`config.mk`:
```
export PLATFORM = sky130hd
export DESIGN_NAME = conway_grid_serial
export DESIGN_NICKNAME = d
export VERILOG_FILES = /design/src/rtl/conway_grid_serial.sv
export SDC_FILE = /design/constraint.sdc
export NUM_CORES = 1
export LEC_CHECK = 0
export ABC_AREA = 1
export BUFFER_PORTS_ARGS = -buffer_cell sky130_fd_sc_hd__buf_2
export CORE_MARGIN = 8
export CORE_UTILIZATION = 42
export DETAILED_ROUTE_END_ITERATION = 10
export GPL_TIMING_DRIVEN = 0
export SYNTH_ARGS = -nofsm -noshare
export SYNTH_HDL_FRONTEND = slang
export SYNTH_SLANG_ARGS = --single-unit
```
`constraint.sdc`:
```
create_clock -name clk -period 3.9 [get_ports clk]
set_clock_uncertainty 0.05 [all_clocks]
set_input_delay 0.975 -clock clk [delete_from_list [all_inputs] [get_ports clk]]
set_output_delay 0.975 -clock clk [all_outputs]
set_load 0.1 [all_outputs]
```
`src/rtl/conway_grid_serial.sv`:
```
// Serially loaded/unloaded Game-of-Life engine (rule B3/S23) over a WIDTH x HEIGHT grid.
// Optional still-life detection is enabled by defining CONWAY_STABLE_DETECT_EN.
module conway_grid_serial #(
    parameter int WIDTH   = 8,
    parameter int HEIGHT  = 8,
    parameter int RUN_DIV = 1,
    parameter int GEN_W   = 8
) (
    input  logic             clk,
    input  logic             reset,
    input  logic             data_in,
    input  logic [1:0]       mode,
    input  logic             wrap,
    output logic             data_out,
    output logic             done,
    output logic [GEN_W-1:0] gen_count,
    output logic             all_dead,
    output logic             din_led,
    output logic             clk_led,
    output logic             dout_led,
    output logic [1:0]       mode_leds,
    output logic             stable
);

    typedef enum logic [1:0] {
        MODE_IDLE   = 2'b00,
        MODE_LOAD   = 2'b01,
        MODE_RUN    = 2'b10,
        MODE_UNLOAD = 2'b11
    } mode_e;

    localparam int N     = WIDTH * HEIGHT;
    localparam int CNT_W = $clog2(N + 1);
    localparam int DIV_W = (RUN_DIV > 1) ? $clog2(RUN_DIV) : 1;
    localparam logic [CNT_W-1:0] N_CNT    = CNT_W'(N);
    localparam logic [DIV_W-1:0] DIV_LAST = DIV_W'(RUN_DIV - 1);

    logic [N-1:0]     grid;
    logic [N-1:0]     next_grid;
    logic [1:0]       mode_q;
    logic [CNT_W-1:0] cnt;
    logic [DIV_W-1:0] div;

    // A mode change restarts the shift counter and the generation divider in the same cycle.
    logic             entry;
    logic [CNT_W-1:0] cnt_eff;
    logic [DIV_W-1:0] div_eff;
    logic             shifting;
    logic             shift_en;
    logic             tick;
    logic             gen_inc;
    logic             shift_bit;

    assign entry     = (mode != mode_q);
    assign cnt_eff   = entry ? '0 : cnt;
    assign div_eff   = entry ? '0 : div;
    assign shifting  = (mode == MODE_LOAD) || (mode == MODE_UNLOAD);
    assign shift_en  = shifting && (cnt_eff < N_CNT);
    assign tick      = (mode == MODE_RUN) && (div_eff == DIV_LAST);
    assign shift_bit = (mode == MODE_LOAD) ? data_in : grid[0];

    assign done      = shifting && (cnt_eff == N_CNT);
    assign data_out  = grid[0];
    assign dout_led  = grid[0];
    assign din_led   = data_in;
    assign mode_leds = mode_q;
    assign all_dead  = ~|grid;

    // Neighbour indices are resolved at elaboration; only the wrap mask is decided at run time.
    for (genvar r = 0; r < HEIGHT; r++) begin : g_row
        for (genvar c = 0; c < WIDTH; c++) begin : g_col
            localparam int RU = (r + HEIGHT - 1) % HEIGHT;
            localparam int RD = (r + 1) % HEIGHT;
            localparam int CL = (c + WIDTH - 1) % WIDTH;
            localparam int CR = (c + 1) % WIDTH;
            localparam logic TOP = (r == 0);
            localparam logic BOT = (r == HEIGHT - 1);
            localparam logic LFT = (c == 0);
            localparam logic RGT = (c == WIDTH - 1);
            localparam logic [7:0] INNER = {!(TOP || LFT), !TOP, !(TOP || RGT), !LFT,
                                            !RGT, !(BOT || LFT), !BOT, !(BOT || RGT)};

            logic [7:0] nb;
            logic [7:0] live;
            logic [3:0] n;

            assign nb = {grid[RU*WIDTH+CL], grid[RU*WIDTH+c], grid[RU*WIDTH+CR], grid[r*WIDTH+CL],
                         grid[r*WIDTH+CR], grid[RD*WIDTH+CL], grid[RD*WIDTH+c], grid[RD*WIDTH+CR]};
            assign live = nb & (INNER | {8{wrap}});
            assign n = 4'(live[7]) + 4'(live[6]) + 4'(live[5]) + 4'(live[4])
                     + 4'(live[3]) + 4'(live[2]) + 4'(live[1]) + 4'(live[0]);
            assign next_grid[r*WIDTH+c] = (n == 4'd3) || (grid[r*WIDTH+c] && (n == 4'd2));
        end
    end

`ifdef CONWAY_STABLE_DETECT_EN
    logic stable_q;
    logic grid_same;

    assign grid_same = (next_grid == grid);
    assign gen_inc   = tick && !grid_same;
    assign stable    = stable_q;

    always_ff @(posedge clk or posedge reset) begin
        if (reset) begin
            stable_q <= 1'b0;
        end else if (entry && (mode == MODE_LOAD)) begin
            stable_q <= 1'b0;
        end else if (tick) begin
            stable_q <= grid_same;
        end
    end
`else
    assign gen_inc = tick;
    assign stable  = 1'b0;
`endif

    // NOTE: sequential state uses non-blocking assignments so every register samples pre-edge values.
    always_ff @(posedge clk or posedge reset) begin
        if (reset) begin
            // NOTE: the grid is a plain flop array, not a RAM, so it can and must clear on reset.
            grid    <= '0;
            mode_q  <= MODE_IDLE;
            cnt     <= '0;
            div     <= '0;
            clk_led <= 1'b0;
        end else begin
            mode_q <= mode;
            cnt    <= cnt_eff;
            div    <= div_eff;
            if (shift_en) begin
                grid    <= {shift_bit, grid[N-1:1]};
                cnt     <= cnt_eff + CNT_W'(1);
                clk_led <= ~clk_led;
            end else if (mode == MODE_RUN) begin
                if (tick) begin
                    grid    <= next_grid;
                    div     <= '0;
                    clk_led <= ~clk_led;
                end else begin
                    div <= div_eff + DIV_W'(1);
                end
            end
        end
    end

    always_ff @(posedge clk or posedge reset) begin
        if (reset) begin
            gen_count <= '0;
        end else if (entry && (mode == MODE_LOAD)) begin
            gen_count <= '0;
        end else if (gen_inc) begin
            gen_count <= gen_count + GEN_W'(1);
        end
    end

endmodule

```
==> results of run 1 <==
## metrics by stage
step                utilization, %  cells
finish                       46.63   2219
detailed placement           44.64   2166
global route                 46.63   2219
global placement             44.55   2165
CTS                          45.55   2183
floorplan                        -   1684
## cells by family (layout without fill, tap and decap cells)
| group | Yosys count | in the layout | share of synthesized area, % |
|---|---|---|---|
| AOI/OAI and AO/OA | 151 | 151 | 6.069 |
| buffers and inverters | 383 | 457 | 10.46 |
| other | 1 | 1 | 0.02488 |
| xor gates and xnor gates | 9 | 9 | 0.6476 |
| DFF | 83 | 83 | 13.78 |
| and+or+nand+nor | 578 | 578 | 16.50 |
| adders and majority gates | 479 | 479 | 52.52 |
## worst min path at each step
stage,start,to,slack (ns),cells past startpoint
2_1_floorplan,grid[35],grid[34],0.44,2
3_3_place_gp,clk_led,clk_led,0.42,1
3_5_place_dp,clk_led,clk_led,0.42,1
4_1_cts,clk_led,clk_led,0.43,1
5_1_grt,clk_led,clk_led,0.45,1
6_report,clk_led,clk_led,0.42,1
## placed cells by master (no fill, tap or decap), types with 2 or more instances in the layout
| master | instances |
|---|---|
| buf_12 | 4 |
| nand3_1 | 133 |
| nand3b_1 | 3 |
| a21oi_1 | 17 |
| ha_2 | 2 |
| buf_6 | 14 |
| dfrtp_2 | 3 |
| nand2_4 | 5 |
| nor2_1 | 74 |
| inv_4 | 3 |
| a31oi_1 | 3 |
| clkbuf_16 | 11 |
| nand3_2 | 12 |
| inv_1 | 337 |
| nor3_1 | 3 |
| inv_6 | 3 |
| fa_2 | 2 |
| o21ai_0 | 68 |
| dfrtp_1 | 80 |
| a211oi_1 | 3 |
| ha_1 | 221 |
| o22ai_1 | 2 |
| xor2_1 | 7 |
| fa_1 | 254 |
| buf_2 | 25 |
| o21a_1 | 58 |
| clkinvlp_4 | 16 |
| nand2_1 | 332 |
| nand4_1 | 13 |
| buf_4 | 36 |
## area by class of cell
class | count | area (µm²) | area share, %
inverters | 357 | 1408 | 8.507
plain buffers | 26 | 275.3 | 1.664
clock inverters | 7 | 81.33 | 0.4915
repair buffers | 58 | 455.4 | 2.752
clock buffers | 9 | 225.2 | 1.361
multi-input cells | 1218 | 11440 | 69.16
well taps | 461 | 576.8 | 3.486
flip-flops and latches | 83 | 2081 | 12.57
## worst reg2reg max path, cell delays in order (launching register included)
cell and delay, ns:
dfrtp_1 0.46, inv_1 0.54, fa_1 0.57, fa_1 0.47, fa_1 0.49, inv_1 0.04
ha_1 0.20, fa_1 0.38, nand2_1 0.09, nor2_1 0.04, nand2_1 0.05, o21ai_0 0.10
nand3_1 0.10, nand3_1 0.08
## registers in the layout, indices dropped and copies added, names as in the netlist
name and flops:
mode_leds 2, div 1, cnt 7, clk_led 1, grid 64, gen_count 8
## metal layers
layer  GRT usage (%)  routed length, µm
met5               0                  0
met4           5.897                830
met3           1.779               1437
met2           34.00              19510
met1           26.51              17450
## synth_stat cells (all sizes together)
library cell	instances	area (µm²)
ha	223	2790
nand4	13	81.33
xor2	7	61.31
nand2	338	1291
and3	1	6.260
nand3b	3	22.52
a31oi	3	18.77
dfrtp	83	2077
clkbuf	3	11.26
a21oi	17	85.08
or2	1	6.260
o21a	58	435.4
a211oi	3	22.52
nor3	3	15.01
xnor2	2	36.29
buf	23	220.2
nor2	74	277.8
conb	1	3.750
fa	256	5125
inv	357	1345
o22ai	2	12.51
o21ai	68	340.3
nand3	145	785.8
## what timing repair did
action	4_1_cts	5_1_grt
gates resized for setup	5	17
endpoints found under the setup margin	2	15
hold buffers	0	0
setup buffers	1	36
pin swaps	1	1
gates cloned	0	0
==> impl_metrics.json, run 1 <==
{
  "wl_per_cell_um": 17.68,
  "crit_fanout": 10,
  "diodes": 0,
  "cp-startpoint": "wrap",
  "vias_per_cell": 5.120,
  "grt_max_degree": 48,
  "place_ws_ns": -0.5397,
  "clockBufferDepth": 2,
  "cap_violations": 0,
  "finalCritPeriodShare_pct": 97.24,
  "cts-buffers-inserted": 9,
  "crit_arrival_ns": 4.04,
  "cp_common_cell": "fa_1",
  "cts_sinks": 83,
  "ctsHtreeMaxLevel": 3,
  "path_delay_family": "adder cells",
  "drt_first_pass_iters": 8,
  "n_fill_cell": 3403,
  "dp_hpwl_um": 30690,
  "r2r-start": "grid[29]",
  "rsz0062_at_grt": "true",
  "grt_pass1_vias": 12101,
  "syn-num-nets": 2169,
  "chipHeight_um": 205.4,
  "drive_gt1_share_pct": 8.362,
  "ys_ff_latch": 83,
  "critPathCaptureType": "flip-flop",
  "row_count": 69,
  "fmax_mhz": 263.7,
  "drc": 1,
  "avgSynthCellArea_um2": 8.949,
  "drtIter0Drc": 646,
  "grt_usage_pct": 19.87,
  "via_count": 11362,
  "wl_um": 39230,
  "hp-class": "reg2reg",
  "die_x_um": 205.4,
  "worst_pin_slew_ns": 0.7429,
  "synth_warnings": 0,
  "status": "complete, but fails checks",
  "postSynthCellCount": 1684,
  "path_clk_slew_ns": 0.08,
  "netlist_area_um2": 15070,
  "die_area_um2": 42200,
  "ys_seq_area_share_pct": 13.78,
  "path_class": "in2reg",
  "cp.depth": 14,
  "cts_tree": "built",
  "violations": "design-rule violations",
  "rr_endpoint": "grid[30]",
  "period_needed_ns": 3.792,
  "gp_congestion": 0.8327,
  "cts-root-buf": "clkbuf_16",
  "area_growth_pct": 9.796,
  "core_area_um2": 35480,
  "slowest_stage": "fa_1",
  "cp_num_buf_inv": 4,
  "cp_cell_sequence": "clkbuf_16 > clkbuf_16 > nand2_4 > fa_1 > inv_1 > fa_1 > fa_2 > inv_1 > fa_1 > nor2_1 > nand4_1 > nand2_1 > o21ai_0 > nor2_1",
  "io_buffers": 20,
  "crit_path_end": "grid[63]",
  "gr-total-overflow": 0,
  "hold_viol": 0,
  "io_pins": 23,
  "antenna_found_initial": 0,
  "finalSetupTns_ns": 0,
  "max-slew-margin-rel_pct": 50.48,
  "rrSetupSlack_ns": 0.14,
  "clk_latency_ns": 0.37,
  "critPathRequiredTime_ns": 4.15,
  "holdWs_ns": 0.4218,
  "start_kind": "input pin",
  "yosysUniqueCellTypes": 31,
  "final_max_slew_viol_count": 0,
  "nets": 2238,
  "cpPeakStageDelay_ns": 0.51,
  "ant_nets": 0,
  "start_util_pct": 42.47,
  "finalSetupViolCount": 0,
  "place_area_um2": 15840,
  "grt_pass1_wl_um": 65380,
  "r2r_cells": 13,
  "final_area_um2": 16550,
  "fin_ws_ns": 0.1076
}
Power of run 1 is not shown: default switching activity piles up to over one toggle a cycle in this logic, so the estimate is an artifact.
==> run 2: changes to the inputs <==
--- a/config.mk
+++ b/config.mk
@@ -7,10 +7,12 @@
 export LEC_CHECK = 0
 export ABC_AREA = 1
 export BUFFER_PORTS_ARGS = -buffer_cell sky130_fd_sc_hd__buf_2
+export CORE_ASPECT_RATIO = 2
 export CORE_MARGIN = 8
 export CORE_UTILIZATION = 42
 export DETAILED_ROUTE_END_ITERATION = 10
 export GPL_TIMING_DRIVEN = 0
+export RECOVER_POWER = 100
 export SYNTH_ARGS = -nofsm -noshare
 export SYNTH_HDL_FRONTEND = slang
 export SYNTH_SLANG_ARGS = --single-unit
==> constraint.sdc (replaced) <==
create_clock -name clk -period 3.71 [get_ports clk]
set_clock_uncertainty 0.05 [all_clocks]
set_input_delay 0.9275 -clock clk [delete_from_list [all_inputs] [get_ports clk]]
set_output_delay 0.9275 -clock clk [all_outputs]
set_load 0.1 [all_outputs]
==> run 2 against run 1 <==
The flow finishes with violations (max-capacitance violations, max-slew violations). Via count up 4.1%. Final cell count increased by 1.9%. Non-clock buffer count grew 53. Critical path depth unchanged. Setup slack got worse by 0.019 ns. Wire length rose by 8.7%. Utilization rose by 0.98 points. Critical endpoint unchanged. Largest cell class unchanged.
==> impl_metrics.json, run 2 (synthesis gave the netlist of run 1 again) <==
{
  "drt_first_pass_iters": 5,
  "crit_arrival_ns": 3.87,
  "place_ws_ns": -0.6047,
  "slowest_stage": "fa_1",
  "vias_per_cell": 5.233,
  "grt_max_degree": 45,
  "critPathRequiredTime_ns": 3.96,
  "cpPeakStageDelay_ns": 0.52,
  "max-slew-margin-rel_pct": -67.93,
  "final_common_cell": "nand2_1",
  "gr-max-usage-layer": "met2",
  "row_count": 98,
  "wl_um": 42630,
  "cp_num_buf_inv": 4,
  "finalSetupTns_ns": 0,
  "io_buffers": 20,
  "grt_usage_pct": 21.11,
  "rsz0062_at_grt": "true",
  "n_fill_cell": 3426,
  "die_area_um2": 42570,
  "cts_sinks": 83,
  "ant_nets": 0,
  "core_area_um2": 35560,
  "cap_violations": 1,
  "period_needed_ns": 3.621,
  "ctsHtreeMaxLevel": 3,
  "fmax_mhz": 276.1,
  "drtIter0Drc": 546,
  "hp-class": "reg2reg",
  "layout_common_cells": "nand2_1 (331), inv_1 (314), fa_1 (253)",
  "largest_registers": "grid (64), gen_count (8), cnt (7)",
  "via_count": 11831,
  "use_met2_pct": 40.69,
  "chipHeight_um": 283.9,
  "top_register": "grid",
  "met1_usage_pct": 20.55,
  "path_class": "in2reg",
  "start_util_pct": 42.38,
  "clockBufferDepth": 2,
  "hold_viol": 0,
  "io_pins": 23,
  "antenna_found_initial": 0,
  "status": "complete, but fails checks",
  "drc": 0,
  "path_delay_family": "adder cells",
  "gr-total-overflow": 0,
  "finalSetupViolCount": 0,
  "start_kind": "input pin",
  "worst_pin_slew_ns": 2.505,
  "clk_latency_ns": 0.38,
  "nets": 2291,
  "dpl.cell_count": 2155,
  "path_clk_slew_ns": 0.07,
  "cp_cell_sequence": "buf_6 > clkbuf_16 > nand2_2 > fa_1 > inv_1 > fa_1 > fa_2 > inv_1 > fa_1 > nor2_1 > nand4_1 > nand2_1 > o21ai_0 > nor2_1",
  "diodes": 0,
  "wl_per_cell_um": 18.85,
  "grt_pass1_wl_um": 67990,
  "grt_use_met3_pct": 1.836,
  "final_max_slew_viol_count": 44,
  "cts-root-buf": "clkbuf_16",
  "grt_pass1_vias": 12499,
  "cts_tree": "built",
  "die_x_um": 149.9,
  "violations": "max-capacitance violations, max-slew violations",
  "gp_congestion": 0.8737,
  "drive_gt1_share_pct": 12.76,
  "crit_fanout": 10,
  "fin_ws_ns": 0.08873,
  "finalCritPeriodShare_pct": 97.61,
  "area_growth_pct": 12.35,
  "cts-buffers-inserted": 9,
  "dp_hpwl_um": 34070,
  "largest_reg_flops": 64,
  "cp_common_cell": "fa_1",
  "critPathCaptureType": "flip-flop",
  "stdcell_count": 2261
}
-- run 2: final timing paths --
kind / from / end / slack [ns] / cells after the start
max reg2reg: grid[55] / grid[63] / 0.12 / 14
min reg2reg: clk_led / clk_led / 0.42 / 1
min in group asynchronous: reset / grid[29] / 1.17 / 2
min: clk_led / clk_led / 0.42 / 1
max in group asynchronous: reset / grid[49] / 1.15 / 2
max: wrap / grid[63] / 0.09 / 14
-- run 2: worst register-to-register path, stage by stage, from the launching register on --
cell and delay, ns:
dfrtp_2 0.49, clkinvlp_4 0.17, ha_1 0.32, inv_1 0.06
fa_1 0.49, inv_1 0.05, fa_1 0.47, fa_2 0.41
inv_1 0.08, fa_1 0.41, nor2_1 0.11, nand4_1 0.14
nand2_1 0.10, o21ai_0 0.07, nor2_1 0.12
-- run 2: metrics by stage --
step	instance area (µm²)	hold WS (ns)	utilization, %
after floorplan	15130	0.4426	-
after global placement	15790	0.4066	44.41
after detailed placement	15820	0.4065	44.50
after CTS	16450	0.4183	46.25
after global routing	16930	0.4549	47.61
final	16930	0.4154	47.61
-- run 2: what timing repair did --
item,in CTS,in global routing
resized for setup,28,45
hold buffers,0,0
pin swaps,0,6
setup buffers,32,58
setup endpoints to repair,41,57
cloned,0,0
-- run 2: area by class of cell --
cell class              instances  area (µm²)  area share, %
clock inverters                 7       61.31         0.3621
well taps                     450       563.0          3.325
inverters                     357        1479          8.735
plain buffers                  26       261.5          1.544
clock buffers                   9       225.2          1.330
repair buffers                111       792.0          4.678
flip-flops and latches         83        2107          12.44
multi-input cells            1218       11440          67.58
-- run 2: per-layer routing --
layer	wire (µm)	part of all wire, %	vias to the layer above
li1	-	-	5483
met1	14470	34	5975
met2	24150	57	249
met3	1055	2.5	124
met4	2957	6.9	0
met5	0	0	-
Power of run 2 is left out for the same reason.
==> run 3: changes to the inputs <==
--- a/config.mk
+++ b/config.mk
@@ -9,7 +9,7 @@
 export BUFFER_PORTS_ARGS = -buffer_cell sky130_fd_sc_hd__buf_2
 export CORE_ASPECT_RATIO = 2
 export CORE_MARGIN = 8
-export CORE_UTILIZATION = 42
+export CORE_UTILIZATION = 25
 export DETAILED_ROUTE_END_ITERATION = 10
 export GPL_TIMING_DRIVEN = 0
 export RECOVER_POWER = 100
==> run 3 against run 2 <==
The run still ends with max-capacitance violations, max-slew violations left. Global-route usage shrank 7.8 points. Via count grew 0.25%. Flip-flop and latch count is the same. Sequential share of layout area shrank 0.29 points. Hold slack gained 0.021 ns. Critical path depth is the same. Wire length grew 5.5%. Die area grew 62%. Cell area grew 2.5%. Highest routed layer unchanged.
==> impl_metrics.json, run 3 (synthesis gave the netlist of run 1 again) <==
{
  "status": "complete, but fails checks",
  "violations": "max-capacitance violations, max-slew violations",
  "path_class": "in2reg",
  "start_kind": "input pin",
  "grt_max_degree": 46,
  "final_common_cell": "nand2_1",
  "grt_pass1_wl_um": 69920,
  "whs_path_depth": 1,
  "die_area_um2": 68870,
  "wl_per_cell_um": 17.39,
  "cp_cell_sequence": "clkbuf_16 > clkbuf_16 > nand2_4 > fa_1 > inv_1 > fa_1 > fa_2 > inv_1 > fa_1 > nor2_1 > nand4_1 > nand2_1 > o21ai_0 > nor2_1",
  "finalSetupTns_ns": 0,
  "io_buffers": 20,
  "via_count": 11860,
  "start_util_pct": 25.22,
  "gr-total-overflow": 0,
  "nets": 2290,
  "largest_registers": "grid (64), gen_count (8), cnt (7)",
  "largest_reg_flops": 64,
  "cts-root-buf": "clkbuf_16",
  "place_ws_ns": -0.6272,
  "drtIter0Drc": 551,
  "drive_gt1_share_pct": 12.60,
  "ant_nets": 0,
  "cts-buffers-inserted": 9,
  "top_register": "grid",
  "crit_fanout": 10,
  "cp_num_buf_inv": 4,
  "cts_tree": "built",
  "hp-class": "reg2reg",
  "cts_sinks": 83,
  "drt_first_pass_iters": 6,
  "crit_arrival_ns": 3.89,
  "stdcell_count": 2585,
  "io_pins": 23,
  "wl_um": 44970,
  "row_count": 127,
  "worst_pin_slew_ns": 2.250,
  "critPathRequiredTime_ns": 3.98,
  "die_x_um": 189.6,
  "fin_ws_ns": 0.08536,
  "path_clk_slew_ns": 0.07,
  "cp.depth": 14,
  "chipHeight_um": 363.2,
  "ctsHtreeMaxLevel": 3,
  "cpPeakStageDelay_ns": 0.53,
  "clockBufferDepth": 2,
  "dp_hpwl_um": 36410,
  "cp_common_cell": "fa_1",
  "rsz0062_at_grt": "true",
  "core_area_um2": 59750,
  "place_area_um2": 16230,
  "dpl.cell_count": 2479,
  "critPathCaptureType": "flip-flop",
  "vias_per_cell": 4.588,
  "hold_viol": 0,
  "drc": 0,
  "cap_violations": 1,
  "hold_buffers": 0,
  "path_delay_family": "adder cells",
  "area_growth_pct": 15.19,
  "final_area_um2": 17360,
  "slowest_stage": "fa_1",
  "clk_latency_ns": 0.38,
  "grt_usage_pct": 13.30,
  "period_needed_ns": 3.625,
  "max-slew-margin-rel_pct": -50.86,
  "antenna_found_initial": 0,
  "grt_pass1_vias": 13132,
  "r2r_cells": 14,
  "layout_common_cells": "nand2_1 (331), inv_1 (313), fa_1 (253)",
  "final_max_slew_viol_count": 39,
  "fmax_mhz": 275.9,
  "gp_congestion": 0.8635,
  "finalSetupViolCount": 0,
  "finalCritPeriodShare_pct": 97.70
}
==> run 3: changes by cell type in the layout (fill, tap and decap cells not counted), moves of 3 or more <==
cell        previous run  this run
clkbuf_2               3         0
clkinvlp_4            35        40
clkbuf_4               3         0
clkinvlp_2             5         2
buf_4                 87        91
==> run 3: worst paths after layout <==
check / start / to / slack, ns
max: wrap / grid[63] / 0.09
min: clk_led / clk_led / 0.44
max reg2reg: grid[43] / grid[51] / 0.11
min reg2reg: clk_led / clk_led / 0.44
max in group asynchronous: reset / grid[12] / 1.36
min in group asynchronous: reset / gen_count[3] / 1.07
==> run 3: per-stage QoR <==
step,hold WS [ns],utilization (%)
after CTS,0.4340,28.42
after detailed placement,0.4246,27.16
after global routing,0.4574,29.05
after floorplan,0.4426,-
final,0.4363,29.06
after global placement,0.4295,27.11
==> run 3: area by class of cell <==
class / instances / area [µm²]
fillers: 6316 / 42390
repair buffers: 110 / 789.5
well taps: 774 / 968.4
flip-flops and latches: 83 / 2110
diodes: 2 / 5.005
multi-input cells: 1218 / 11440
plain buffers: 26 / 274.0
inverters: 357 / 1490
clock buffers: 10 / 229.0
clock inverters: 5 / 55.05
==> run 3: per-layer routing <==
| metal | GRT usage, % | vias to the layer above | part of all wire [%] |
|---|---|---|---|
| met2 | 24.99 | 301 | 54 |
| li1 | - | 5484 | - |
| met5 | 0 | - | 0 |
| met3 | 1.362 | 193 | 2.7 |
| met4 | 15.29 | 0 | 12 |
| met1 | 11.18 | 5882 | 31 |
==> run 3: repair_timing <==
| action | 4_1_cts | 5_1_grt |
|---|---|---|
| setup buffers | 44 | 45 |
| endpoints found under the setup margin | 49 | 57 |
| pin swaps | 1 | 5 |
| gates resized for setup | 38 | 39 |
Power of run 3 is left out for the same reason.
